File: config.mk
export PLATFORM = sky130hd
export DESIGN_NAME = if_fetch_stage
export DESIGN_NICKNAME = d
export VERILOG_FILES = /design/src/rtl/if_fetch_stage.sv
export SDC_FILE = /design/constraint.sdc
export NUM_CORES = 1
export LEC_CHECK = 0
export ABC_AREA = 1
export CORE_ASPECT_RATIO = 0.6
export CORE_MARGIN = 2
export CORE_UTILIZATION = 35
export DETAILED_ROUTE_END_ITERATION = 8
export PLACE_DENSITY = 0.67
export RECOVER_POWER = 25
export SLEW_MARGIN = 20
export SYNTH_ARGS = -nofsm -noshare
export SYNTH_HDL_FRONTEND = slang
export SYNTH_SLANG_ARGS = --single-unit
File: constraint.sdc
create_clock -name clk -period 2.2 [get_ports clk]
set_input_delay 0.44 -clock clk [delete_from_list [all_inputs] [get_ports clk]]
set_output_delay 0.44 -clock clk [all_outputs]
set_load 0.005 [all_outputs]
File: src/rtl/if_fetch_stage.sv
// if_fetch_stage
// Instruction-fetch stage of a 5-stage MIPS pipeline. It holds the PC,
// selects the next PC from the hazard unit's mux select, presents the PC to a
// combinational instruction memory, and owns the IF/ID pipeline register.
// It also keeps saturating stall/flush counters and a sticky misalignment flag.
//
// Ports
//   clk               pipeline clock, rising edge
//   rst               synchronous active-high reset
//   PC_Write          1 = PC may update, 0 = PC holds
//   IF_ID_Write       1 = IF/ID may update, 0 = IF/ID holds
//   PC_Mux_select     00 PC+4, 01 branch, 10 jump, 11 jump-register
//   IF_ID_Mux_select  1 = load a bubble into IF/ID
//   branch_target     branch target from ID
//   jump_target       J/JAL target from ID
//   jumpreg_target    JR/JALR target from ID
//   imem_addr         instruction memory address (= PC)
//   imem_rdata        instruction word at imem_addr (same cycle)
//   IF_ID_Instr       registered instruction for ID
//   IF_ID_PC_plus4    registered PC+4 of that instruction
//   IF_ID_Valid       1 = real fetched instruction, 0 = bubble/reset
//   misalign_err      sticky: a selected redirect target had bits [1:0] != 0
//   stall_cnt         cycles with PC_Write=0, saturating
//   flush_cnt         cycles a bubble was written into IF/ID, saturating

module if_fetch_stage #(
  parameter int unsigned          ADDR_W    = 32,
  parameter logic [ADDR_W-1:0]    RESET_PC  = '0,
  parameter logic [31:0]          NOP_INSTR = 32'h0000_0000,
  parameter int unsigned          CNT_W     = 16
) (
  input  logic              clk,
  input  logic              rst,
  input  logic              PC_Write,
  input  logic              IF_ID_Write,
  input  logic [1:0]        PC_Mux_select,
  input  logic              IF_ID_Mux_select,
  input  logic [ADDR_W-1:0] branch_target,
  input  logic [ADDR_W-1:0] jump_target,
  input  logic [ADDR_W-1:0] jumpreg_target,
  output logic [ADDR_W-1:0] imem_addr,
  input  logic [31:0]       imem_rdata,
  output logic [31:0]       IF_ID_Instr,
  output logic [ADDR_W-1:0] IF_ID_PC_plus4,
  output logic              IF_ID_Valid,
  output logic              misalign_err,
  output logic [CNT_W-1:0]  stall_cnt,
  output logic [CNT_W-1:0]  flush_cnt
);

  logic [ADDR_W-1:0] pc;
  logic [ADDR_W-1:0] pc_plus4;
  logic [ADDR_W-1:0] raw_target;
  logic [ADDR_W-1:0] next_pc;
  logic              redirect;
  logic              target_misaligned;
  logic              flush_write;

  assign imem_addr = pc;
  assign pc_plus4  = pc + ADDR_W'(4);

  // Raw (unmasked) redirect target; only meaningful when select != 00.
  always_comb begin
    raw_target = pc_plus4;
    case (PC_Mux_select)
      2'b01:   raw_target = branch_target;
      2'b10:   raw_target = jump_target;
      2'b11:   raw_target = jumpreg_target;
      default: raw_target = pc_plus4;
    endcase
  end

  assign redirect          = (PC_Mux_select != 2'b00);
  assign target_misaligned = redirect && (raw_target[1:0] != 2'b00);

  // Redirect targets are word-aligned before loading; PC+4 is aligned already
  // because PC only ever receives aligned values.
  assign next_pc     = redirect ? {raw_target[ADDR_W-1:2], 2'b00} : pc_plus4;
  assign flush_write = IF_ID_Write && IF_ID_Mux_select;

  always_ff @(posedge clk) begin
    if (rst) begin
      pc <= RESET_PC;
    end else if (PC_Write) begin
      pc <= next_pc;
    end
  end

  // A stall (IF_ID_Write=0) takes priority over a flush: the flush select is
  // stale while the hazard unit is stalling.
  always_ff @(posedge clk) begin
    if (rst) begin
      IF_ID_Instr    <= NOP_INSTR;
      IF_ID_PC_plus4 <= '0;
      IF_ID_Valid    <= 1'b0;
    end else if (IF_ID_Write) begin
      IF_ID_PC_plus4 <= pc_plus4;
      if (IF_ID_Mux_select) begin
        IF_ID_Instr <= NOP_INSTR;
        IF_ID_Valid <= 1'b0;
      end else begin
        IF_ID_Instr <= imem_rdata;
        IF_ID_Valid <= 1'b1;
      end
    end
  end

  always_ff @(posedge clk) begin
    if (rst) begin
      misalign_err <= 1'b0;
    end else if (PC_Write && target_misaligned) begin
      misalign_err <= 1'b1;
    end
  end

  always_ff @(posedge clk) begin
    if (rst) begin
      stall_cnt <= '0;
      flush_cnt <= '0;
    end else begin
      if (!PC_Write && (stall_cnt != '1)) begin
        stall_cnt <= stall_cnt + CNT_W'(1);
      end
      if (flush_write && (flush_cnt != '1)) begin
        flush_cnt <= flush_cnt + CNT_W'(1);
      end
    end
  end

endmodule

### Yosys cells after proc, flatten, opt, wreduce, memory -nomap -nowiden

Cells that the tools add are included.
Widths: inputs -> output; s select.

| word-level totals | value |
|---|---|
| register bits | 130 |
| input port bits | 135 |
| output and inout bits | 130 |
| logic and storage cells | 27 |

| cells by class | value |
|---|---|
| add/sub/neg operators | 3 |
| equality and inequality tests | 5 |
| multiplexer cells | 4 |
| reductions and logical operators | 8 |

Operators with widths:

| kind | number |
|---|---|
| $pmux 32 s3 | 1 |
| $mux 32 | 2 |
| $add 16x1->16 const B | 2 |
| $add 32x3->32 const B | 1 |
| $ne 16x16->1 const B | 2 |
| $logic_and 1x1->1 | 5 |
| $eq 2x2->1 const B | 2 |
| $reduce_bool 2->1 | 2 |
| $eq 2x1->1 const B | 1 |
| $logic_not 1->1 | 1 |
| $mux 1 | 1 |

### Logic depth before layout (Yosys ltp)

Gate-level depths: netlist of the first run.

| depth | value |
|---|---|
| word-level depth | 5 |
| mapped depth | 10 |
| depth with buffers taken out | 10 |

### Least setup slack after synthesis of the first run

No wires, ideal clock.

| timing | value |
|---|---|
| path kind | reg2reg |
| start point | register flush_cnt[0] |
| end point | register flush_cnt[1] |
| setup time | 0.116 ns |
| data arrival time | 1.502 ns |
| required time | 2.084 ns |
| slack | 0.582 ns |
| stages on the path, launching flop included | 10 |
| buffers on the path | 1 |
| period minus slack after synthesis | 1.618 ns |
| path through | dfxtp_1 -> ha_1 -> nand2_2 -> nor2_4 -> nand2_2 -> o21ai_4 -> inv_2 -> buf_6 -> nor2_1 -> nor2_1 |

| on the way | value |
|---|---|
| cells in the longest elaborated chain, start to end | 2 |
| elaborated cells on any way between the ends | 3 |
| classes of those cells | add/sub (1); eq/ne (1); reduce/logical (1) |

RTL lines:

| element | line | RTL |
|---|---|---|
| from (decl) | 48 | `output logic [CNT_W-1:0] flush_cnt` |
| from (signal assigned) | 125 | `flush_cnt <= flush_cnt + CNT_W'(1);` |
| parallel branches: the longest is 2 deep, another holds $add 16x1->16 | - |  |

Several ways; the timed one is not identified.
A chain may end at the register's enable or synchronous reset.

### Final worst setup path of the first run

| timing | value |
|---|---|
| start point | input port PC_Mux_select[1] |
| end point | register pc[9], in the netlist imem_addr[9] |

| on the way | value |
|---|---|
| cells in the longest elaborated chain, start to end | 3 |
| elaborated cells on any way between the ends | 6 |
| classes of those cells | eq/ne (3); mux (2); reduce/logical (1) |

RTL lines:

| element | line | RTL |
|---|---|---|
| from (decl) | 36 | `input logic [1:0] PC_Mux_select,` |
| $eq 2x2->1 / $eq 2x1->1 (equally long branches) | 65 | `case (PC_Mux_select)` |
| $pmux 32 s3 | 65 |  |
| $mux 32 * | 78 | `assign next_pc = redirect ? {raw_target[ADDR_W-1:2], 2'b00} : pc_plus4;` |
| to (signal assigned) | 85 | `pc <= next_pc;` |
| to (decl) | 51 | `logic [ADDR_W-1:0] pc;` |

Every way passes the cells marked *; elsewhere a longest branch is shown, timed or not.

==> results of run 1 <==
-- cell usage after synthesis, drive strengths merged --
cell    count
ha          3
dfxtp     126
xor2       26
o221ai      1
nand3b      4
clkinv      1
a41oi       2
xnor2      10
nor3        8
clkbuf     31
buf        20
nand2     375
nand3      58
and2        2
o21ai      39
a22oi      25
nand4       9
a21oi      91
o211ai      1
inv        76
nor3b       1
a21o        3
nor2      122
conb        1
-- cells by family after synthesis --
family	Yosys count	share of synthesized area, %
buf+inv	128	8.033
other cells	1	0.05599
compound gates	162	13.53
xor+xnor	36	4.708
flops	126	37.66
fa+ha+maj	3	0.5605
simple gates	579	35.46
-- where the power goes --
| part | total [mW] | leakage, nW | internal (mW) | switching, mW |
|---|---|---|---|---|
| clock | 2.87 | 0.288 | 1.85 | 1.02 |
| combinational | 0.938 | 2.69 | 0.520 | 0.418 |
| sequential | 2.47 | 1.03 | 2.38 | 0.0934 |
| total | 6.28 | 4.01 | 4.75 | 1.53 |
-- cell usage in the layout, fill, tap and decap left out, types with 2 or more instances in the layout --
| master | instances |
|---|---|
| nand2_1 | 370 |
| clkbuf_8 | 3 |
| nor3_1 | 6 |
| xor2_1 | 26 |
| and2_1 | 2 |
| nor2_2 | 9 |
| clkbuf_1 | 4 |
| ha_1 | 3 |
| a21oi_1 | 91 |
| xnor2_1 | 10 |
| clkinv_2 | 3 |
| nor2_1 | 109 |
| conb_1 | 4 |
| inv_2 | 3 |
| a22oi_1 | 25 |
| bufinv_16 | 3 |
| clkbuf_16 | 17 |
| a21o_1 | 3 |
| buf_12 | 4 |
| dlygate4sd3_1 | 7 |
| a41oi_1 | 2 |
| clkbuf_2 | 5 |
| nand4_1 | 9 |
| clkdlybuf4s50_1 | 252 |
| inv_1 | 73 |
| dfxtp_1 | 126 |
| nand3_1 | 57 |
| nand2_2 | 5 |
| o21ai_0 | 38 |
| buf_4 | 14 |
| nor3_2 | 2 |
| nand3b_1 | 4 |
| nor2_4 | 4 |
-- critical path: stages --
cell,delay (ns)
dlygate4sd3_1,0.59
nor2_1,0.26
nand2_1,0.15
clkinv_1,0.12
clkbuf_1,0.42
nand2_1,0.12
a21oi_1,0.19
-- area by class of cell --
| class | instances | area (um2) |
|---|---|---|
| clock buffer | 22 | 474.2 |
| clock inverter | 7 | 112.6 |
| fill | 1848 | 8712 |
| inverter | 77 | 289.0 |
| multi-input combinational | 784 | 3656 |
| sequential | 126 | 2522 |
| tap | 246 | 307.8 |
| timing repair buffer | 284 | 2810 |
-- sequential cells by signal, indices dropped and copies added (netlist names) --
name            count
IF_ID_Instr        32
IF_ID_PC_plus4     30
IF_ID_Valid         1
flush_cnt          16
imem_addr          30
misalign_err        1
stall_cnt          16
-- path summary, 6_finish.rpt --
check                    endpoint  cells after the start
setup / recovery     imem_addr[9]                      7
hold / removal    IF_ID_Instr[14]                      2
setup reg to reg    imem_addr[24]                      8
hold reg to reg   IF_ID_Instr[14]                      2
-- per-layer routing --
layer,up-vias,wire length [um]
li1,3804,-
met1,3433,11740
met2,308,10040
met3,21,2463
met4,0,266
met5,-,0
-- stage by stage --
stage	setup slack [ns]	cell area (um2)	cells	hold WS [ns]
2_1_floorplan	0.5818	6709	1038	0.4604
3_3_place_gp	0.2665	9608	1517	0.4505
3_5_place_dp	0.2131	9608	1517	0.4572
4_1_cts	0.2810	10190	1546	0.4193
5_1_grt	0.09210	10170	1546	0.4791
6_report	0.2262	10170	1546	0.4618
==> out/metrics.csv, run 1 <==
stage;metric;value;unit
layout;layout cells sized above 1;5.769;%
setup_path;CP startpoint;PC_Mux_select[1];
clocking;root buf cell;clkbuf_16;
clocking;hold_buf cts;0;
routing;Avg WL per Cell;15.85;um
logic_synthesis;most area-hungry cell type in the Yosys netlist;dfxtp_1;
place;GPL Wtd Cong;0.9278;
setup_path;Crit Path Max Fanout;10;
logic_synthesis;post-synth top area share;37.66;%
die;die width;182.6;um
die;Starting Density;35.47;%
layout;Syn-to-layout area delta;51.88;%
global_route;grt met3 use;8.509;%
timing;final setup TNS;0;ns
routing;via-per-instance ratio;4.894;
status;outcome;finished clean;
die;io pins;265;
setup_path;kind of critical path;in -> reg;
die;Die Y;111.2;um
global_route;met1 Resource Use GR;33.52;%
global_route;largest net degree at the start of global routing;46;
power;Overall Power;6.283;mW
global_route;global route hottest layer;met2;
global_route;antenna violations before repair;0;
clocking;H-tree levels;4;
job;max-cap violation count;0;
timing;Worst slew margin;33.45;%
place;I/O Buffers;260;
clocking;clk_lat worst skew;0.41;ns
timing;Max Fclk;506.6;MHz
setup_path;Worst Setup Start Kind;primary input;
logic_synthesis;Syn Inst Count;1035;
clocking;Num CTS Buffers;17;
logic_synthesis;syn_area_per_cell;6.471;um2
layout;Final #Nets;1428;
clocking;largest buffer count on any clock path;2;
timing;Final Hold Vio Count;0;
power;Pwr Density;617.7;mW/mm2
global_route;grt ovf;0;
timing;max-slew violation total from the final report;0;
power;P_leak;4.011;nW
routing;Routed WL;24510;um
global_route;Tot GR Track Use;24.08;%
setup_path;WP data arrival;2.29;ns
die;row count;39;
logic_synthesis;Synth Cell Area;0.006698;mm2
global_route;M2 GR Usage;35.41;%
layout;Ant. Diodes;0;
clocking;clk sinks;126;
setup_path;R2R Path Start;imem_addr[3];
global_route;first-pass GRT wire length;38580;um
timing;Least-Margin Pin Slew;0.9982;ns
timing;clk_skew;0.01193;ns
setup_path;worst reg-to-reg setup slack;0.27;ns
timing;endpoints failing setup;0;
clocking;Post-CTS Setup Bufs;0;
global_route;vias in the first global route;7196;
logic_synthesis;Synth cell types;34;
timing;fin crit share;89.72;%
routing;Post-DRT Antenna Nets;0;
logic_synthesis;register area share after synthesis;37.66;%
layout;Layout Utilization;53.87;%
timing;RSZ-0062 raised after global routing;false;
clocking;post-cts sizing count;0;
power;Worst IR Drop VDD;0.5404;mV
timing;final worst path period need;1.974;ns
logic_synthesis;leading post-synthesis cells by cell area;dfxtp_1 (38%), nand2_1 (21%), a21oi_1 (6.8%);
logic_synthesis;Yosys reg bits;126;
routing;Pre-antenna DRT Iters;7;
routing;starting DRC count in detailed routing;644;
die;DIE AREA;0.02030;mm2
setup_path;worst path required time;2.52;ns
logic_synthesis;Synth warnings;0;
clocking;Reg clk slew, reported paths;0.06;ns
die;Core ar.;0.01888;mm2
setup_path;CP endpoint kind;register;
clocking;CTS tree;built;
hold_path;worst hold path type;reg -> reg;
routing;via count;7566;
place;placed wire-length estimate;18390;um
routing;drt drc;0;
hold_path;critical hold path startpoint;IF_ID_Instr[14];
No activity file was read; power rests on OpenSTA's default activity.
==> inputs of run 2 (changes only) <==
--- a/config.mk
+++ b/config.mk
@@ -8,9 +8,9 @@
 export ABC_AREA = 1
 export CORE_ASPECT_RATIO = 0.6
 export CORE_MARGIN = 2
-export CORE_UTILIZATION = 35
+export CORE_UTILIZATION = 44
 export DETAILED_ROUTE_END_ITERATION = 8
-export PLACE_DENSITY = 0.67
+export PLACE_DENSITY = 0.81
 export RECOVER_POWER = 25
 export SLEW_MARGIN = 20
 export SYNTH_ARGS = -nofsm -noshare
==> run 2 against run 1 <==
  * Setup slack better by 0.042 ns
  * Routed wire length is 6.9% lower
  * First-iteration DRC count rose by 2.0%
  * Clock-buffer cell count down 2
  * Critical path depth rose by 3
  * Clock power up 5%
  * Non-clock buffer count decreased by 5
  * Global-route usage is 3.9 points higher
  * Core utilization rose by 15 points
  * Final area is 0.46% lower
  * Die area decreased by 20%
  * Highest routed layer unchanged
==> out/metrics.csv, run 2 (synthesis gave the netlist of run 1 again) <==
stage;metric;value;unit;change
clocking;post-cts sizing count;0;;unchanged
timing;clk_skew;0.01322;ns;+0.001294 ns
hold_path;critical hold path startpoint;IF_ID_Instr[24];;
timing;RSZ-0062 raised after global routing;false;;
layout;Syn-to-layout area delta;51.19;%;
die;Die Y;99.57;um;-10%
clocking;Post-CTS Setup Bufs;0;;unchanged
layout;layout cells sized above 1;5.470;%;-0.30 points
die;Core ar.;0.01468;mm2;-22%
clocking;largest buffer count on any clock path;2;;unchanged
place;GPL Wtd Cong;0.9886;;+6.6%
layout;Ant. Diodes;0;;unchanged
routing;Post-DRT Antenna Nets;0;;unchanged
global_route;grt ovf;0;;unchanged
layout;Largest register FFs;32;;unchanged
power;Logic pwr share;14.4;%;-0.5 points
routing;Pre-antenna DRT Iters;5;;-2
setup_path;R2R Path Start;imem_addr[3];;
clocking;CTS tree;built;;
layout;most common cell after layout, fill and taps aside;nand2_1;;
setup_path;worst reg-to-reg setup slack;0.28;ns;about the same
layout;Final #Nets;1423;;-0.35%
power;Switching Share;24.63;%;+0.22 points
die;DIE AREA;0.01626;mm2;-20%
timing;final worst path period need;1.932;ns;-0.04174 ns
die;io pins;265;;unchanged
clocking;clk_lat worst skew;0.41;ns;about the same
setup_path;Worst Setup Start Kind;primary input;;
routing;Avg WL per Cell;15.26;um;-3.8%
power;clock share of power;47.1;%;+1.4 points
clocking;Num CTS Buffers;17;;unchanged
place;dpl cells;1464;;-3.5%
power;Pwr Density;633.6;mW/mm2;+2.6%
power;internal power;4.835;mW;+1.8%
routing;drt drc;0;;unchanged
setup_path;WP data arrival;2.28;ns;about the same
setup_path;crit-path leading delay family;buffers and inverters;;
routing;via-per-instance ratio;5.126;;+4.7%
hold_path;Hold Crit Depth;2;;unchanged
clocking;clk sinks;126;;unchanged
routing;starting DRC count in detailed routing;657;;+2.0%
layout;Multi-input gate area;0.003654;mm2;about the same
setup_path;reg2reg end;IF_ID_PC_plus4[20];;
clocking;hold_buf cts;0;;unchanged
setup_path;R2R depth;10;;+2
setup_path;kind of critical path;in -> reg;;
setup_path;WP buf/inv;4;;+1
timing;Worst slew margin;44.66;%;+11 points
clocking;root buf cell;clkbuf_16;;
setup_path;CP peak stage delay;0.53;ns;-0.06 ns
die;Starting Density;45.64;%;+10 points
setup_path;Crit Path Max Fanout;9;;-1
global_route;Tot GR Track Use;28.01;%;+3.9 points
timing;max-slew violation total from the final report;0;;unchanged
global_route;first-pass GRT wire length;36200;um;-6.2%
setup_path;Critical Path, Cell by Cell;clkdlybuf4s50_1 > inv_1 > nor2_1 > clkbuf_1 > nand2_1 > nand3_1 > nand2_1 > o211ai_1 > nand2_1 > inv_1;;
timing;endpoints failing setup;0;;unchanged
clocking;Reg clk slew, reported paths;0.06;ns;about the same
status;outcome;finished clean;;
place;placed wire-length estimate;16780;um;-8.8%
setup_path;worst path required time;2.55;ns;+0.03 ns
die;row count;34;;-13%
setup_path;Worst path slowest cell;clkdlybuf4s50_1;;
global_route;antenna violations before repair;0;;unchanged
layout;sequential cell area;0.002522;mm2;unchanged
global_route;largest net degree at the start of global routing;113;;+150%
hold_path;Hold Path End;IF_ID_Instr[24];;
place;I/O Buffers;260;;unchanged
global_route;vias in the first global route;7150;;-0.64%
timing;Max Fclk;517.6;MHz;+2.2%
power;Worst IR Drop VDD;0.4633;mV;-14%
timing;fin crit share;87.82;%;-1.9 points
power;sequential power share;38.5;%;-0.9 points
setup_path;most frequent CP cell;nand2_1;;
clocking;H-tree levels;4;;unchanged
timing;final setup TNS;0;ns;unchanged
routing;Routed WL;22830;um;-6.9%
layout;Layout Cells excl Fill;1496;;-3.2%
layout;register with the most flip-flops;IF_ID_Instr;;
routing;via count;7668;;+1.3%
layout;Fillers;1316;;-29%
hold_path;worst hold path type;reg -> reg;;
job;max-cap violation count;0;;unchanged
timing;Least-Margin Pin Slew;0.8301;ns;-0.1681 ns
timing;Final Hold Vio Count;0;;unchanged
die;die width;163.3;um;-11%
layout;highest-count cells in the layout ignoring fill and taps;nand2_1 (370), clkdlybuf4s50_1 (255), dfxtp_1 (126);;
setup_path;CP endpoint kind;register;;
power;P_leak;3.990;nW;-0.52%
power;NetSw;1.580;mW;+3.0%
## run 2: cell types whose count changed in the layout (fill, tap and decap cells not counted), moves of 2 or more
cell / change
buf_4: -2
clkbuf_2: -3
clkbuf_8: -2
clkdlybuf4s50_1: +3
clkinv_2: -3
clkinv_4: +4
clkinvlp_4: +2
dlygate4sd3_1: -3
## run 2: how the worst max path moves through the flow
stage,endpoint,depth (start not counted),slack (ns),start
6_report,imem_addr[5],10,0.27,PC_Mux_select[1]
5_1_grt,imem_addr[5],10,0.10,PC_Mux_select[1]
4_1_cts,imem_addr[24],1,0.30,imem_addr[24]
3_5_place_dp,imem_addr[5],10,0.21,PC_Mux_select[1]
3_3_place_gp,imem_addr[5],10,0.23,PC_Mux_select[1]
2_1_floorplan,flush_cnt[1],9,0.58,flush_cnt[0]
## run 2: cell type report
cell class	count	share of cell area (%)
tap	198	2.447
sequential	126	24.91
clock buffer	20	4.411
inverter	77	2.854
timing repair buffer	279	27.46
clock inverter	12	1.841
multi-input combinational	784	36.08
## run 2: through the flow
stage          total power [mW]  util, %  instance area [um2]  setup slack (ns)  hold WS [ns]
6_report                  6.416    68.99                10130            0.2679        0.4612
5_1_grt                   6.679    68.99                10130            0.1048        0.4758
4_1_cts                   6.471    69.20                10160            0.3004        0.4639
3_5_place_dp              3.445    64.88                 9523            0.2144        0.4559
3_3_place_gp              3.434    64.88                 9523            0.2319        0.4507
2_1_floorplan             2.864        -                 6709            0.5818        0.4604
## run 2: layer usage
| layer | share of wire [%] | track usage (%) |
|---|---|---|
| met3 | 12 | 10.18 |
| met4 | 1.8 | 8.441 |
| met1 | 44 | 36.89 |
| met2 | 42 | 43.01 |
| met5 | 0 | 0 |
## run 2: worst register-to-register path: stages (launching register included)
cell     delay (ns)
dfxtp_1        0.39
ha_1           0.21
nand2_1        0.07
nor2_2         0.17
nand2_2        0.15
nor2_2         0.31
nand2_1        0.10
nand2_1        0.08
nand2_1        0.11
o21ai_0        0.18
inv_1          0.06
## run 2: power groups by stage
stage / clock (mW) / sequential, mW / combinational (mW)
CTS: 3.07 / 2.47 / 0.934
global route: 3.19 / 2.48 / 1.01
floorplan: 0 / 2.51 / 0.355
global placement: 0 / 2.52 / 0.919
detailed placement: 0 / 2.52 / 0.928
finish: 3.02 / 2.47 / 0.925
==> inputs of run 3 (changes only) <==
--- a/config.mk
+++ b/config.mk
@@ -10,7 +10,7 @@
 export CORE_MARGIN = 2
 export CORE_UTILIZATION = 44
 export DETAILED_ROUTE_END_ITERATION = 8
-export PLACE_DENSITY = 0.81
+export PLACE_DENSITY = 0.8
 export RECOVER_POWER = 25
 export SLEW_MARGIN = 20
 export SYNTH_ARGS = -nofsm -noshare
==> run 3 against run 2 <==
  * Fmax fell by 1.9%
  * Sequential power barely moved
  * Non-clock buffer count rose by 1
  * Cell count barely moved
  * Global-route usage fell by 0.089 points
  * Combinational power fell by 0.5%
  * Core utilization fell by 0.23 points
  * First-iteration DRC count fell by 11%
  * Via count fell by 1.8%
  * Clock power fell by 2%
  * Register-to-register slack got worse by 0.02 ns
  * Critical endpoint is now imem_addr[23]
==> out/metrics.csv, run 3 (synthesis gave the netlist of run 1 again) <==
stage;metric;value;unit;change
power;Worst IR Drop VDD;0.4600;mV;-0.70%
routing;via-per-instance ratio;5.035;;-1.8%
status;outcome;finished clean;;
clocking;CTS tree;built;;
place;GPL Wtd Cong;0.9641;;-2.5%
clocking;root buf cell;clkbuf_16;;
timing;clk_skew;0.01229;ns;-0.0009290 ns
layout;Final #Nets;1424;;+0.070%
global_route;vias in the first global route;7086;;-0.90%
timing;endpoints failing setup;0;;unchanged
die;Core ar.;0.01468;mm2;unchanged
power;NetSw;1.558;mW;-1.4%
die;Die Y;99.57;um;unchanged
timing;max-slew violation total from the final report;0;;unchanged
layout;register with the most flip-flops;IF_ID_Instr;;
power;sequential power share;38.9;%;+0.4 points
timing;Max Fclk;507.5;MHz;-1.9%
clocking;largest buffer count on any clock path;2;;unchanged
global_route;first-pass GRT wire length;36300;um;+0.28%
routing;Routed WL;22630;um;-0.87%
power;clock share of power;46.6;%;-0.5 points
setup_path;worst path required time;1.76;ns;-0.79 ns
layout;Largest register FFs;32;;unchanged
timing;fin crit share;89.57;%;+1.7 points
setup_path;CP endpoint kind;primary output;;
timing;final worst path period need;1.970;ns;+0.03842 ns
timing;setup ws final;0.2295;ns;-0.03842 ns
power;P_leak;4.002;nW;+0.29%
routing;Post-DRT Antenna Nets;0;;unchanged
clocking;clk_lat worst skew;0.40;ns;about the same
die;Starting Density;45.64;%;unchanged
routing;Avg WL per Cell;15.14;um;-0.80%
setup_path;CP peak stage delay;0.58;ns;+0.05 ns
layout;Layout Utilization;68.76;%;-0.23 points
routing;drt drc;0;;unchanged
timing;RSZ-0062 raised after global routing;false;;
hold_path;Hold Crit Depth;4;;+2
clocking;Post-CTS Setup Bufs;0;;unchanged
die;io pins;265;;unchanged
setup_path;crit-path leading delay family;buffers and inverters;;
routing;Pre-antenna DRT Iters;4;;-1
global_route;grt ovf;0;;unchanged
global_route;antenna violations before repair;0;;unchanged
setup_path;WP data arrival;1.53;ns;-0.75 ns
die;row count;34;;unchanged
timing;Least-Margin Pin Slew;0.8457;ns;+0.01564 ns
clocking;Reg clk slew, reported paths;0.06;ns;about the same
clocking;clk sinks;126;;unchanged
die;DIE AREA;0.01626;mm2;unchanged
die;die width;163.3;um;unchanged
setup_path;Worst path slowest cell;clkdlybuf4s50_1;;
setup_path;kind of critical path;reg -> out;;
setup_path;R2R depth;8;;-2
layout;Syn-to-layout area delta;50.68;%;
routing;starting DRC count in detailed routing;586;;-11%
power;Switching Share;24.56;%;-0.065 points
setup_path;Critical Path, Cell by Cell;clkdlybuf4s50_1;;
clocking;Num CTS Buffers;17;;unchanged
layout;most common cell after layout, fill and taps aside;nand2_1;;
layout;highest-count cells in the layout ignoring fill and taps;nand2_1 (371), clkdlybuf4s50_1 (246), dfxtp_1 (126);;
power;internal power;4.783;mW;-1.1%
place;placed wire-length estimate;17070;um;+1.8%
setup_path;Worst Setup Start Kind;register;;
setup_path;Worst path depth;1;;-9
layout;Layout Cells excl Fill;1495;;-0.067%
setup_path;worst reg-to-reg setup slack;0.26;ns;-0.02 ns
routing;via count;7528;;-1.8%
timing;final setup TNS;0;ns;unchanged
job;max-cap violation count;0;;unchanged
power;Overall Power;6.341;mW;-1.2%
layout;Fillers;1282;;-2.6%
power;Logic pwr share;14.5;%;about the same
global_route;largest net degree at the start of global routing;77;;-32%
place;dpl cells;1465;;+0.068%
power;Pwr Density;628.3;mW/mm2;-0.83%
layout;layout cells sized above 1;5.705;%;+0.24 points
timing;Final Hold Vio Count;0;;unchanged
global_route;Tot GR Track Use;27.92;%;-0.089 points
clocking;hold_buf cts;0;;unchanged
place;I/O Buffers;260;;unchanged
timing;Worst slew margin;43.62;%;-1.0 points
layout;Ant. Diodes;0;;unchanged
clocking;post-cts sizing count;0;;unchanged
hold_path;worst hold path type;in -> reg;;
setup_path;Crit Path Max Fanout;6;;-3
setup_path;WP buf/inv;1;;-3
place;pre-CTS setup slack;0.1909;ns;-0.02353 ns
clocking;H-tree levels;4;;unchanged
[run 3: changes by cell type in the layout (fill, tap and decap cells not counted), sizes merged]
cell	delta
inv	+1
clkinv	-1
clkdlybuf4s50	-9
clkinvlp	+1
clkbuf	-3
buf	+2
dlygate4sd3	+8
[run 3: area by class of cell]
cell class,instances,area (um2),share of cell area (%)
tap,198,247.7,2.455
timing repair buffer,280,2761,27.36
multi-input combinational,784,3656,36.23
sequential,126,2522,24.99
inverter,77,289.0,2.864
clock buffer,17,425.4,4.215
clock inverter,13,190.2,1.884
[run 3: power groups by stage]
stage	Combinational, mW	Clock [mW]	Sequential (mW)
2_1_floorplan	0.355	0	2.51
3_3_place_gp	0.914	0	2.51
3_5_place_dp	0.926	0	2.52
4_1_cts	0.930	2.99	2.47
5_1_grt	1.01	3.09	2.48
6_report	0.920	2.95	2.47
[run 3: per-stage QoR]
stage	hold WS [ns]	instance area, um2
after floorplan	0.4604	6709
after global placement	0.4519	9500
after detailed placement	0.4573	9500
after CTS	0.4459	10120
after global routing	0.4718	10090
final	0.4578	10090
[run 3: worst paths after layout]
| check | from | endpoint |
|---|---|---|
| worst max register to register | imem_addr[3] | imem_addr[24] |
| worst max-delay path | imem_addr[23] | imem_addr[23] |
| worst min-delay path | IF_ID_Write | IF_ID_Valid |
| worst min register to register | IF_ID_Instr[20] | IF_ID_Instr[20] |
[run 3: routing by layer]
metal	track usage (%)	wire, um
met5	0	0
met4	5.718	142
met3	9.466	2669
met2	43.98	9597
met1	37.37	10220
[run 3: worst reg2reg max path, cell delays in order, from the launching register on]
cell and delay (ns):
dfxtp_1 0.43, ha_1 0.23, nand2_1 0.09, nor2_2 0.19
nand2_1 0.12, nor2_1 0.37, nand3_1 0.19, nand3_1 0.12
a21oi_1 0.06
